$ cat src/rtl/vga_timing_pkg.sv
// -----------------------------------------------------------------------------
// vga_timing_pkg
// Shared 800x600@60 timing constants, counter widths and sync polarity.
// Used by the timing generator and by the downstream RGB fetch stage so both
// agree on the visible-area bounds.
// -----------------------------------------------------------------------------
package vga_timing_pkg;

    localparam int H_VIS   = 800;
    localparam int H_FP    = 40;
    localparam int H_SYNC  = 128;
    localparam int H_BP    = 88;
    localparam int H_TOTAL = H_VIS + H_FP + H_SYNC + H_BP;  // 1056

    localparam int V_VIS   = 600;
    localparam int V_FP    = 1;
    localparam int V_SYNC  = 4;
    localparam int V_BP    = 23;
    localparam int V_TOTAL = V_VIS + V_FP + V_SYNC + V_BP;  // 628

    localparam int H_CNT_W = 11;
    localparam int V_CNT_W = 10;

    // 800x600@60 uses positive-going sync pulses.
    localparam bit SYNC_POL = 1'b1;

    typedef logic [H_CNT_W-1:0] hcnt_t;
    typedef logic [V_CNT_W-1:0] vcnt_t;

    // Signals that travel together through the alignment delay line.
    typedef struct packed {
        logic hsync;
        logic vsync;
        logic video_on;
    } sync_bus_t;

endpackage

$ cat src/rtl/sig_delay_line.sv
// -----------------------------------------------------------------------------
// sig_delay_line
// Fixed-depth shift register with asynchronous reset to INIT.
// DEPTH = 0 is a straight wire (q_o follows d_i).
//
// Ports:
//   clk   in   clock
//   rst   in   asynchronous, active-high reset; all stages load INIT
//   d_i   in   W-bit input
//   q_o   out  W-bit input delayed by DEPTH clk
// -----------------------------------------------------------------------------
module sig_delay_line #(
    parameter int             W     = 1,
    parameter int             DEPTH = 1,
    parameter logic [W-1:0]   INIT  = '0
) (
    input  logic         clk,
    input  logic         rst,
    input  logic [W-1:0] d_i,
    output logic [W-1:0] q_o
);

    if (DEPTH == 0) begin : g_bypass
        assign q_o = d_i;
    end else begin : g_pipe
        logic [W-1:0] pipe_q [DEPTH];

        // NOTE: every stage is reset, not just the last one; otherwise stale
        // sync levels from before reset would walk out after release.
        always_ff @(posedge clk or posedge rst) begin
            if (rst) begin
                for (int i = 0; i < DEPTH; i++) pipe_q[i] <= INIT;
            end else begin
                pipe_q[0] <= d_i;
                for (int i = 1; i < DEPTH; i++) pipe_q[i] <= pipe_q[i-1];
            end
        end

        assign q_o = pipe_q[DEPTH-1];
    end

endmodule

$ cat src/rtl/vga_timing_gen.sv
// -----------------------------------------------------------------------------
// vga_timing_gen
// Pixel-timing generator for the 800x600 video path. Produces the horizontal
// and vertical counters used by the RGB fetch stage to address pixel RAM, plus
// hsync/vsync/video_on delayed by SYNC_DELAY clk to match that stage's latency.
//
// Ports:
//   clk              in   pixel clock
//   rst              in   asynchronous, active-high reset
//   count_rgb        out  horizontal counter, 0..H_TOTAL-1
//   reset_count_rgb  out  vertical counter, 0..V_TOTAL-1
//   hsync            out  horizontal sync (level SYNC_POL when active)
//   vsync            out  vertical sync (level SYNC_POL when active)
//   video_on         out  visible-area flag
//   line_start       out  high while count_rgb == 0
//   frame_start      out  high while count_rgb == 0 and reset_count_rgb == 0
// -----------------------------------------------------------------------------
module vga_timing_gen #(
    parameter int H_VIS      = vga_timing_pkg::H_VIS,
    parameter int H_FP       = vga_timing_pkg::H_FP,
    parameter int H_SYNC     = vga_timing_pkg::H_SYNC,
    parameter int H_BP       = vga_timing_pkg::H_BP,
    parameter int V_VIS      = vga_timing_pkg::V_VIS,
    parameter int V_FP       = vga_timing_pkg::V_FP,
    parameter int V_SYNC     = vga_timing_pkg::V_SYNC,
    parameter int V_BP       = vga_timing_pkg::V_BP,
    parameter bit SYNC_POL   = vga_timing_pkg::SYNC_POL,
    parameter int SYNC_DELAY = 2
) (
    input  logic                   clk,
    input  logic                   rst,
    output vga_timing_pkg::hcnt_t  count_rgb,
    output vga_timing_pkg::vcnt_t  reset_count_rgb,
    output logic                   hsync,
    output logic                   vsync,
    output logic                   video_on,
    output logic                   line_start,
    output logic                   frame_start
);

    typedef vga_timing_pkg::hcnt_t     hcnt_t;
    typedef vga_timing_pkg::vcnt_t     vcnt_t;
    typedef vga_timing_pkg::sync_bus_t sync_bus_t;

    localparam int H_TOTAL = H_VIS + H_FP + H_SYNC + H_BP;
    localparam int V_TOTAL = V_VIS + V_FP + V_SYNC + V_BP;

    if (H_TOTAL > 2048 || V_TOTAL > 1024) begin : g_bad_total
        $error("vga_timing_gen: H_TOTAL/V_TOTAL exceed counter range");
    end
    if (H_FP < 1 || H_SYNC < 1 || H_BP < 1 || V_FP < 1 || V_SYNC < 1 || V_BP < 1)
    begin : g_bad_porch
        $error("vga_timing_gen: every porch and sync width must be >= 1");
    end
    if (SYNC_DELAY < 0 || SYNC_DELAY > 8) begin : g_bad_delay
        $error("vga_timing_gen: SYNC_DELAY must be within 0..8");
    end

    localparam hcnt_t H_LAST   = hcnt_t'(H_TOTAL - 1);
    localparam hcnt_t H_VIS_C  = hcnt_t'(H_VIS);
    localparam hcnt_t HS_FIRST = hcnt_t'(H_VIS + H_FP);
    localparam hcnt_t HS_LAST  = hcnt_t'(H_VIS + H_FP + H_SYNC - 1);
    localparam vcnt_t V_LAST   = vcnt_t'(V_TOTAL - 1);
    localparam vcnt_t V_VIS_C  = vcnt_t'(V_VIS);
    localparam vcnt_t VS_FIRST = vcnt_t'(V_VIS + V_FP);
    localparam vcnt_t VS_LAST  = vcnt_t'(V_VIS + V_FP + V_SYNC - 1);

    localparam sync_bus_t IDLE = '{hsync: !SYNC_POL, vsync: !SYNC_POL, video_on: 1'b0};

    hcnt_t     h_q, h_d;
    vcnt_t     v_q, v_d;
    sync_bus_t raw_q, raw_d;
    logic      line_start_q, frame_start_q;
    sync_bus_t sync_dly;

    // Decodes are taken from the next-state counters so that raw_q is already
    // registered and aligned with h_q/v_q; the delay line then adds exactly
    // SYNC_DELAY on top.
    // NOTE: every output of this block gets a default first so no path can
    // leave a signal unassigned and infer a latch.
    always_comb begin
        h_d = h_q + hcnt_t'(1);
        v_d = v_q;
        if (h_q == H_LAST) begin
            h_d = '0;
            v_d = (v_q == V_LAST) ? '0 : v_q + vcnt_t'(1);
        end

        raw_d.hsync    = (h_d >= HS_FIRST && h_d <= HS_LAST) ? SYNC_POL : !SYNC_POL;
        raw_d.vsync    = (v_d >= VS_FIRST && v_d <= VS_LAST) ? SYNC_POL : !SYNC_POL;
        raw_d.video_on = (h_d < H_VIS_C) && (v_d < V_VIS_C);
    end

    // Reset parks the counters on the last pixel so the first edge after
    // release lands on (0,0) and raises line_start/frame_start immediately.
    // NOTE: state registers use non-blocking assignments so every register
    // samples pre-edge values regardless of statement order.
    always_ff @(posedge clk or posedge rst) begin
        if (rst) begin
            h_q           <= H_LAST;
            v_q           <= V_LAST;
            raw_q         <= IDLE;
            line_start_q  <= 1'b0;
            frame_start_q <= 1'b0;
        end else begin
            h_q           <= h_d;
            v_q           <= v_d;
            raw_q         <= raw_d;
            line_start_q  <= (h_d == '0);
            frame_start_q <= (h_d == '0) && (v_d == '0);
        end
    end

    sig_delay_line #(
        .W     (3),
        .DEPTH (SYNC_DELAY),
        .INIT  (IDLE)
    ) u_sync_dly (
        .clk (clk),
        .rst (rst),
        .d_i (raw_q),
        .q_o (sync_dly)
    );

    assign count_rgb       = h_q;
    assign reset_count_rgb = v_q;
    assign hsync           = sync_dly.hsync;
    assign vsync           = sync_dly.vsync;
    assign video_on        = sync_dly.video_on;
    assign line_start      = line_start_q;
    assign frame_start     = frame_start_q;

endmodule
$ cat config.mk
export PLATFORM = sky130hd
export DESIGN_NAME = vga_timing_gen
export DESIGN_NICKNAME = d
export VERILOG_FILES = /design/src/rtl/vga_timing_pkg.sv /design/src/rtl/sig_delay_line.sv /design/src/rtl/vga_timing_gen.sv
export SDC_FILE = /design/constraint.sdc
export NUM_CORES = 1
export LEC_CHECK = 0
export CORE_UTILIZATION = 55
export CTS_BUF_LIST = sky130_fd_sc_hd__clkbuf_8
export CTS_CLUSTER_SIZE = 25
export DETAILED_ROUTE_END_ITERATION = 10
export PLACE_DENSITY = 0.82
export SYNTH_ARGS = -nofsm -noshare
export SYNTH_HDL_FRONTEND = slang
export SYNTH_SLANG_ARGS = --single-unit
$ cat constraint.sdc
create_clock -name clk -period 2.6 [get_ports clk]
set_input_delay 0.78 -clock clk [delete_from_list [all_inputs] [get_ports clk]]
set_output_delay 0.78 -clock clk [all_outputs]
set_load 0.01 [all_outputs]
==> metrics.csv, run 1 <==
stage;metric;value;unit
power_and_ir_drop;Net Sw Frac;19.0;%
worst_setup_path;critical path capture point type;register;
sta;Worst-Margin Slew;0.394;ns
global_routing;gr usage total;26.3;%
power_and_ir_drop;Seq pwr share;51.7;%
clock_tree;worst-skew pair later-pin latency;0.28;ns
synth;top post-synthesis cells by area;dfrtp_1 30%, dfstp_2 19%, xnor2_1 3.6%, inv_1 3.3%, nand2_1 3.1%;
synth;Seq/Total Area, Yosys;48.1;%
worst_setup_path;worst endpoint data arrival time;2.63;ns
placed_design;I/O Buffers;27;
floorplan;Die ar.;3310;um2
placed_design;DPL Wire Length;2810;um
power_and_ir_drop;PD cells;447;nW/um2
sta;Post-Route Setup TNS;0;ns
global_routing;vias in the first global route;1396;
worst_setup_path;Startpoint Class;register;
hold_path;Hold Path Class;reg2reg;
synth;Yosys cell types;49;
global_routing;global route overflow;0;
route;Routed Antenna Nets;0;
worst_setup_path;FF-to-FF Start;count_rgb[0];
worst_setup_path;Crit-path slowest cell;dfstp_2;
sta;Final setup viols;0;
worst_setup_path;highest cell delay on the worst timing path;0.59;ns
route;post-detailed-routing wire length;3870;um
clock_tree;H-tree depth;2;
run;MaxCap Viol Count;0;
route;wire per inst;16.2;um
route;via count;1458;
synth;synthesized area;1700;um2
layout;Area Growth Syn to Fin;27.2;%
outcome;status;finished, violations left;
floorplan;FP Rows;19;
power_and_ir_drop;Peak VDD IR;0.411;mV
worst_setup_path;Crit Path Class;reg2reg;
sta;max frequency;407;MHz
worst_setup_path;most used cell, CP;nand3_1;
synth;share of synthesized registers carrying an async set or reset;100;%
clock_tree;Worst-path clk slew;0.07;ns
clock_tree;maximum root-to-sink buffer count;2;
clock_tree;CTS tree;yes;
layout;area of the multi-input gates;801;um2
clock_tree;post-CTS resize count;0;
layout;layout cells sized above 1;18.3;%
synth;Top FF cell, synth;dfrtp_1;
synth;Post-synth EDFFs;0;
floorplan;die height;57.5;um
floorplan;Core Region;2830;um2
route;Iter 0 DRT Violations;82;
synth;number of synthesized register bits;32;
sta;count of pins over their slew limit;0;
sta;unrepaired setup endpoints after global routing;false;
power_and_ir_drop;Net Sw Power;0.000184;W
hold_path;worst hold start;raw_q[1];
outcome;failing checks;design-rule violations;
layout;Finished Core Util;76.2;%
global_routing;initial antenna violation count;0;
floorplan;Initial Util;59.9;%
power_and_ir_drop;Leak;0.943;nW
floorplan;IO Pins;28;
sta;Final min period;2.46;ns
sta;total count of hold-check failures in the final report;0;
synth;Mapped Nets;174;
worst_setup_path;Top delay family on crit path;simple AND/OR/NAND/NOR gates;
route;Vias/cell;6.10;
clock_tree;post-CTS setup buffers;0;
floorplan;die width;57.5;um
worst_setup_path;Max FO, Critical Path;9;
route;DR DRC count;2;
sta;max_slew headroom;73.5;%
sta;fin crit share;94.6;%
layout;Post-layout nets;212;
worst_setup_path;CP startpoint;count_rgb[0];
worst_setup_path;Worst Path Buf+Inv;1;
power_and_ir_drop;Comb pwr share;1.2;%
power_and_ir_drop;P_int;0.000781;W
clock_tree;clock sink total;32;
worst_setup_path;CP Cell Sequence;ha_1 > and4_1 > buf_4 > nand3_1 > nor3_2 > xnor2_1 > nand3_1 > nor4_1;
synth;Synth Instances;169;
synth;top cell type's share of synthesized area;29.5;%
synth;largest area contributor in the synthesized netlist;dfrtp_1;
clock_tree;CTS root buffer;clkbuf_8;
layout;Finished Cell Area;2160;um2
clock_tree;CTS Hold Bufs;0;
placed_design;placed cell area;2040;um2
synth;Synth Area per Inst;10.0;um2
power_and_ir_drop;Clk pwr share;47.1;%
clock_tree;total CTS buffers;5;
synth;YS warnings;0;
sta;Worst Skew;0.00718;ns
route;count of TritonRoute iterations in the first routing pass;7;
layout;# diodes;0;
worst_setup_path;Worst Path Required;2.77;ns
layout;Filler Cells Inserted;197;
layout;storage element area;816;um2
global_routing;largest net degree at the start of global routing;33;
global_routing;first-pass GRT wire length;6520;um
placed_design;Placer Congestion;0.960;
sta;final hold slack;0.352;ns
## flip-flops by register name, summed over array words and instances (netlist names)
| register | cells |
|---|---|
| frame_start | 1 |
| raw_q | 3 |
| u_sync_dly.q_o | 3 |
| u_sync_dly.g_pipe.pipe_q | 3 |
| count_rgb | 11 |
| line_start | 1 |
| reset_count_rgb | 10 |
## worst reg2reg max path: stages, from the launching register on
cell     delay (ns)
dfstp_2        0.59
ha_1           0.25
and4_1         0.23
buf_4          0.16
nand3_1        0.15
nor3_2         0.23
xnor2_1        0.23
nand3_1        0.16
nor4_1         0.35
## cell type report
type	instances	area share (%)
Clock inverter	3	1.80
Timing Repair Buffer	36	15.7
Sequential cell	32	37.8
Inverter	15	2.61
Clock buffer	5	3.19
Multi-Input combinational cell	117	37.1
Tap cell	31	1.80
## cells in the final DEF, fill, tap and decap left out, types with 2 or more instances in the layout
master and count:
clkdlybuf4s50_1 27, dfrtp_1 20, inv_1 16, nand2_1 14
dfstp_2 12, nor2_1 10, buf_4 9, nand3_1 8
o21ai_0 7, xnor2_1 7, xor2_1 6, and3_1 5
nor4_1 5, clkbuf_8 5, nand4_1 4, a21oi_1 4
ha_1 3, and4_1 2, o31ai_1 2, and2_1 2
a22o_1 2, a31oi_1 2, nor3_2 2, o21ai_1 2
or2_2 2, o2bb2ai_1 2, nor3b_1 2, a211oi_1 2
o22a_1 2
## through the flow
| step | instances | power (W) | setup slack [ns] |
|---|---|---|---|
| floorplan | 169 | 0.000515 | 0.324 |
| global placement | 231 | 0.000519 | 0.205 |
| detailed placement | 231 | 0.000520 | 0.168 |
| CTS | 239 | 0.000976 | 0.143 |
| global route | 239 | 0.000998 | 0.0250 |
| finish | 239 | 0.000965 | 0.140 |
## metal layers
layer | share of wire [%] | wire [um] | up-vias | track usage, %
li1 | - | - | 680 | -
met1 | 42 | 1610 | 706 | 32.7
met5 | 0 | 0 | - | 0
met3 | 6.4 | 249 | 6 | 7.71
met4 | 1.6 | 61 | 0 | 12.2
met2 | 50 | 1950 | 66 | 42.2
## power by group through the flow
stage / sequential (W) / combinational [W] / clock (W)
2_1_floorplan: 0.000507 / 0.00000719 / 0
3_3_place_gp: 0.000507 / 0.0000121 / 0
3_5_place_dp: 0.000507 / 0.0000124 / 0
4_1_cts: 0.000499 / 0.0000125 / 0.000465
5_1_grt: 0.000499 / 0.0000144 / 0.000485
6_report: 0.000499 / 0.0000117 / 0.000454
## worst paths after layout
path / to / slack [ns] / depth (start not counted)
worst max-delay path: frame_start / 0.14 / 8
worst min-delay path: u_sync_dly.g_pipe.pipe_q[4] / 0.35 / 0
worst max register to register: frame_start / 0.14 / 8
worst min register to register: u_sync_dly.g_pipe.pipe_q[4] / 0.35 / 0
max in group asynchronous: count_rgb[0] / 1.39 / 3
min in group asynchronous: u_sync_dly.q_o[1] / 0.88 / 3
## cell families after synthesis
group | after synthesis | synth area share (%)
fa+ha+maj | 3 | 2.21
compound gates | 37 | 15.4
flops | 32 | 48.1
buf+inv | 20 | 5.24
simple gates | 63 | 21.5
mux | 1 | 0.812
xor+xnor | 13 | 6.72
## cells in the mapped netlist, drive strengths merged (3+ instances only)
cell type,number
nand3,8
buf,4
nand2,14
nand4,4
a21oi,4
xnor2,7
dfstp,12
and3,5
nor3,4
nor4,5
nor2,10
dfrtp,20
inv,15
xor2,6
ha,3
o21ai,9
Power figures use the tool's default switching activity.
==> run 2, diff against run 1 <==
--- a/config.mk
+++ b/config.mk
@@ -10,6 +10,7 @@
 export CTS_CLUSTER_SIZE = 25
 export DETAILED_ROUTE_END_ITERATION = 10
 export PLACE_DENSITY = 0.82
+export SETUP_SLACK_MARGIN = 0.15
 export SYNTH_ARGS = -nofsm -noshare
 export SYNTH_HDL_FRONTEND = slang
 export SYNTH_SLANG_ARGS = --single-unit
==> run 2 against run 1 <==
The flow still finishes with violations (design-rule violations); first-iteration DRC count grew 35%; non-clock buffer count increased by 3; final cell count grew 1.3%; clock power about the same; clock skew down 0.0021 ns; cell area grew 2.5%; global-route usage about the same; sequential share of layout area is 0.92 points lower; critical path type unchanged.
==> metrics.csv, run 2 (same netlist as run 1, synthesis figures left out) <==
stage;metric;value;unit
outcome;status;finished, violations left;
outcome;failing checks;design-rule violations;
route;Iter 0 DRT Violations;111;
power_and_ir_drop;Net Sw Power;0.000181;W
global_routing;gr usage total;26.4;%
floorplan;Initial Util;59.9;%
placed_design;placed cell area;2040;um2
power_and_ir_drop;Seq pwr share;51.9;%
clock_tree;Worst-path clk slew;0.06;ns
run;MaxCap Viol Count;0;
hold_path;Hold Path Class;reg2reg;
floorplan;die width;57.5;um
worst_setup_path;Worst Path Required;2.77;ns
worst_setup_path;Max FO, Critical Path;7;
layout;non-filler cells, final;242;
sta;total count of hold-check failures in the final report;0;
clock_tree;CTS root buffer;clkbuf_8;
global_routing;global route overflow;0;
global_routing;largest net degree at the start of global routing;33;
layout;layout cells sized above 1;22.3;%
worst_setup_path;worst reg2reg path depth;6;
layout;max reg flops;11;
power_and_ir_drop;Clk pwr share;46.9;%
sta;Post-Route Setup TNS;0;ns
route;via count;1465;
sta;fin crit share;95.7;%
power_and_ir_drop;Design Power;0.000962;W
power_and_ir_drop;P_int;0.000781;W
sta;count of pins over their slew limit;0;
clock_tree;worst-skew pair later-pin latency;0.28;ns
power_and_ir_drop;Net Sw Frac;18.8;%
global_routing;vias in the first global route;1398;
worst_setup_path;critical path capture point type;register;
layout;most frequent cells in the layout;27 x clkdlybuf4s50_1, 20 x dfrtp_1, 16 x inv_1;
power_and_ir_drop;Peak VDD IR;0.410;mV
sta;Worst Skew;0.00509;ns
power_and_ir_drop;Comb pwr share;1.2;%
worst_setup_path;Crit Path Class;reg2reg;
power_and_ir_drop;Leak;0.960;nW
route;Vias/cell;6.05;
sta;max_slew headroom;72.8;%
clock_tree;total CTS buffers;5;
hold_path;hold path cells;0;
layout;Post-layout nets;215;
floorplan;Die ar.;3310;um2
worst_setup_path;worst endpoint data arrival time;2.66;ns
layout;# diodes;0;
power_and_ir_drop;PD cells;435;nW/um2
floorplan;Core Region;2830;um2
route;count of TritonRoute iterations in the first routing pass;7;
worst_setup_path;Reg2Reg Setup Slack;0.11;ns
placed_design;DPL Wire Length;2810;um
sta;unrepaired setup endpoints after global routing;false;
placed_design;I/O Buffers;27;
layout;most common cell after layout, fill and taps aside;clkdlybuf4s50_1;
layout;Area Growth Syn to Fin;30.4;%
clock_tree;H-tree depth;2;
clock_tree;maximum root-to-sink buffer count;2;
floorplan;IO Pins;28;
floorplan;FP Rows;19;
global_routing;initial antenna violation count;0;
placed_design;Placer Congestion;0.960;
worst_setup_path;Startpoint Class;register;
route;DR DRC count;2;
sta;max frequency;402;MHz
layout;Finished Cell Area;2210;um2
route;Routed Antenna Nets;0;
sta;Worst-Margin Slew;0.404;ns
clock_tree;clock sink total;32;
placed_design;Placed Instances;231;
global_routing;first-pass GRT wire length;6530;um
sta;Final min period;2.49;ns
route;wire per inst;16.6;um
floorplan;die height;57.5;um
clock_tree;CTS tree;yes;
sta;Final setup viols;0;
route;post-detailed-routing wire length;4030;um
==> run 2: cell count changes in the layout (fill, tap and decap cells not counted) <==
cell and change:
nor4_1 -2, a21oi_1 -1, nand3_1 -1, a21oi_2 +1, buf_4 +3, ha_2 +1, nor4_2 +2, xnor2_1 -1
ha_1 -1, xnor2_2 +1, nand3_2 +1
==> run 2: final cells by class <==
cell class / count / area, um2
sequential: 32 / 816
clock inverter: 3 / 38.8
timing repair buffer: 39 / 360
tap: 31 / 38.8
clock buffer: 5 / 68.8
fill: 191 / 618
multi-input combinational: 117 / 832
inverter: 15 / 56.3
==> run 2: worst paths after layout <==
check	startpoint	to
max	reset_count_rgb[9]	raw_q[0]
min	raw_q[0]	u_sync_dly.g_pipe.pipe_q[3]
max reg2reg	reset_count_rgb[9]	raw_q[0]
min reg2reg	raw_q[0]	u_sync_dly.g_pipe.pipe_q[3]
max in group asynchronous	rst	reset_count_rgb[9]
min in group asynchronous	rst	u_sync_dly.q_o[1]
==> run 2: worst max-delay path, cell delays in order (launching register included) <==
cell and delay (ns):
dfstp_2 0.58, or4b_4 0.51, nor3_4 0.32, o22ai_1 0.21, o21ai_0 0.35, nand2_1 0.11, a311oi_1 0.30
==> run 2: metrics by stage <==
step | util [%] | hold WS, ns | worst slack [ns]
after floorplan | - | 0.331 | 0.324
after global placement | 72.1 | 0.333 | 0.205
after detailed placement | 72.1 | 0.337 | 0.168
after CTS | 76.2 | 0.352 | 0.177
after global routing | 78.2 | 0.361 | 0.0780
final | 78.2 | 0.352 | 0.111
==> run 2: layer usage <==
layer	share of wire [%]	up-vias	track usage, %
met5	0	-	0
met4	2.7	0	12.2
met3	6.9	12	7.71
met2	50	64	42.2
met1	40	701	32.8
li1	-	688	-
==> run 2: what timing repair did <==
action / in CTS / in global routing
pin swaps: 1 / 3
gates resized for setup: 0 / 8
cloned: 0 / 0
hold buffers: 0 / 0
endpoints found under the setup margin: 1 / 3
buffers inserted: 1 / 2
==> run 2: power groups by stage <==
stage	clock (W)	combinational (W)	sequential, W
floorplan	0	0.00000719	0.000507
global placement	0	0.0000121	0.000507
detailed placement	0	0.0000124	0.000507
CTS	0.000465	0.0000125	0.000499
global route	0.000485	0.0000144	0.000499
finish	0.000451	0.0000117	0.000499
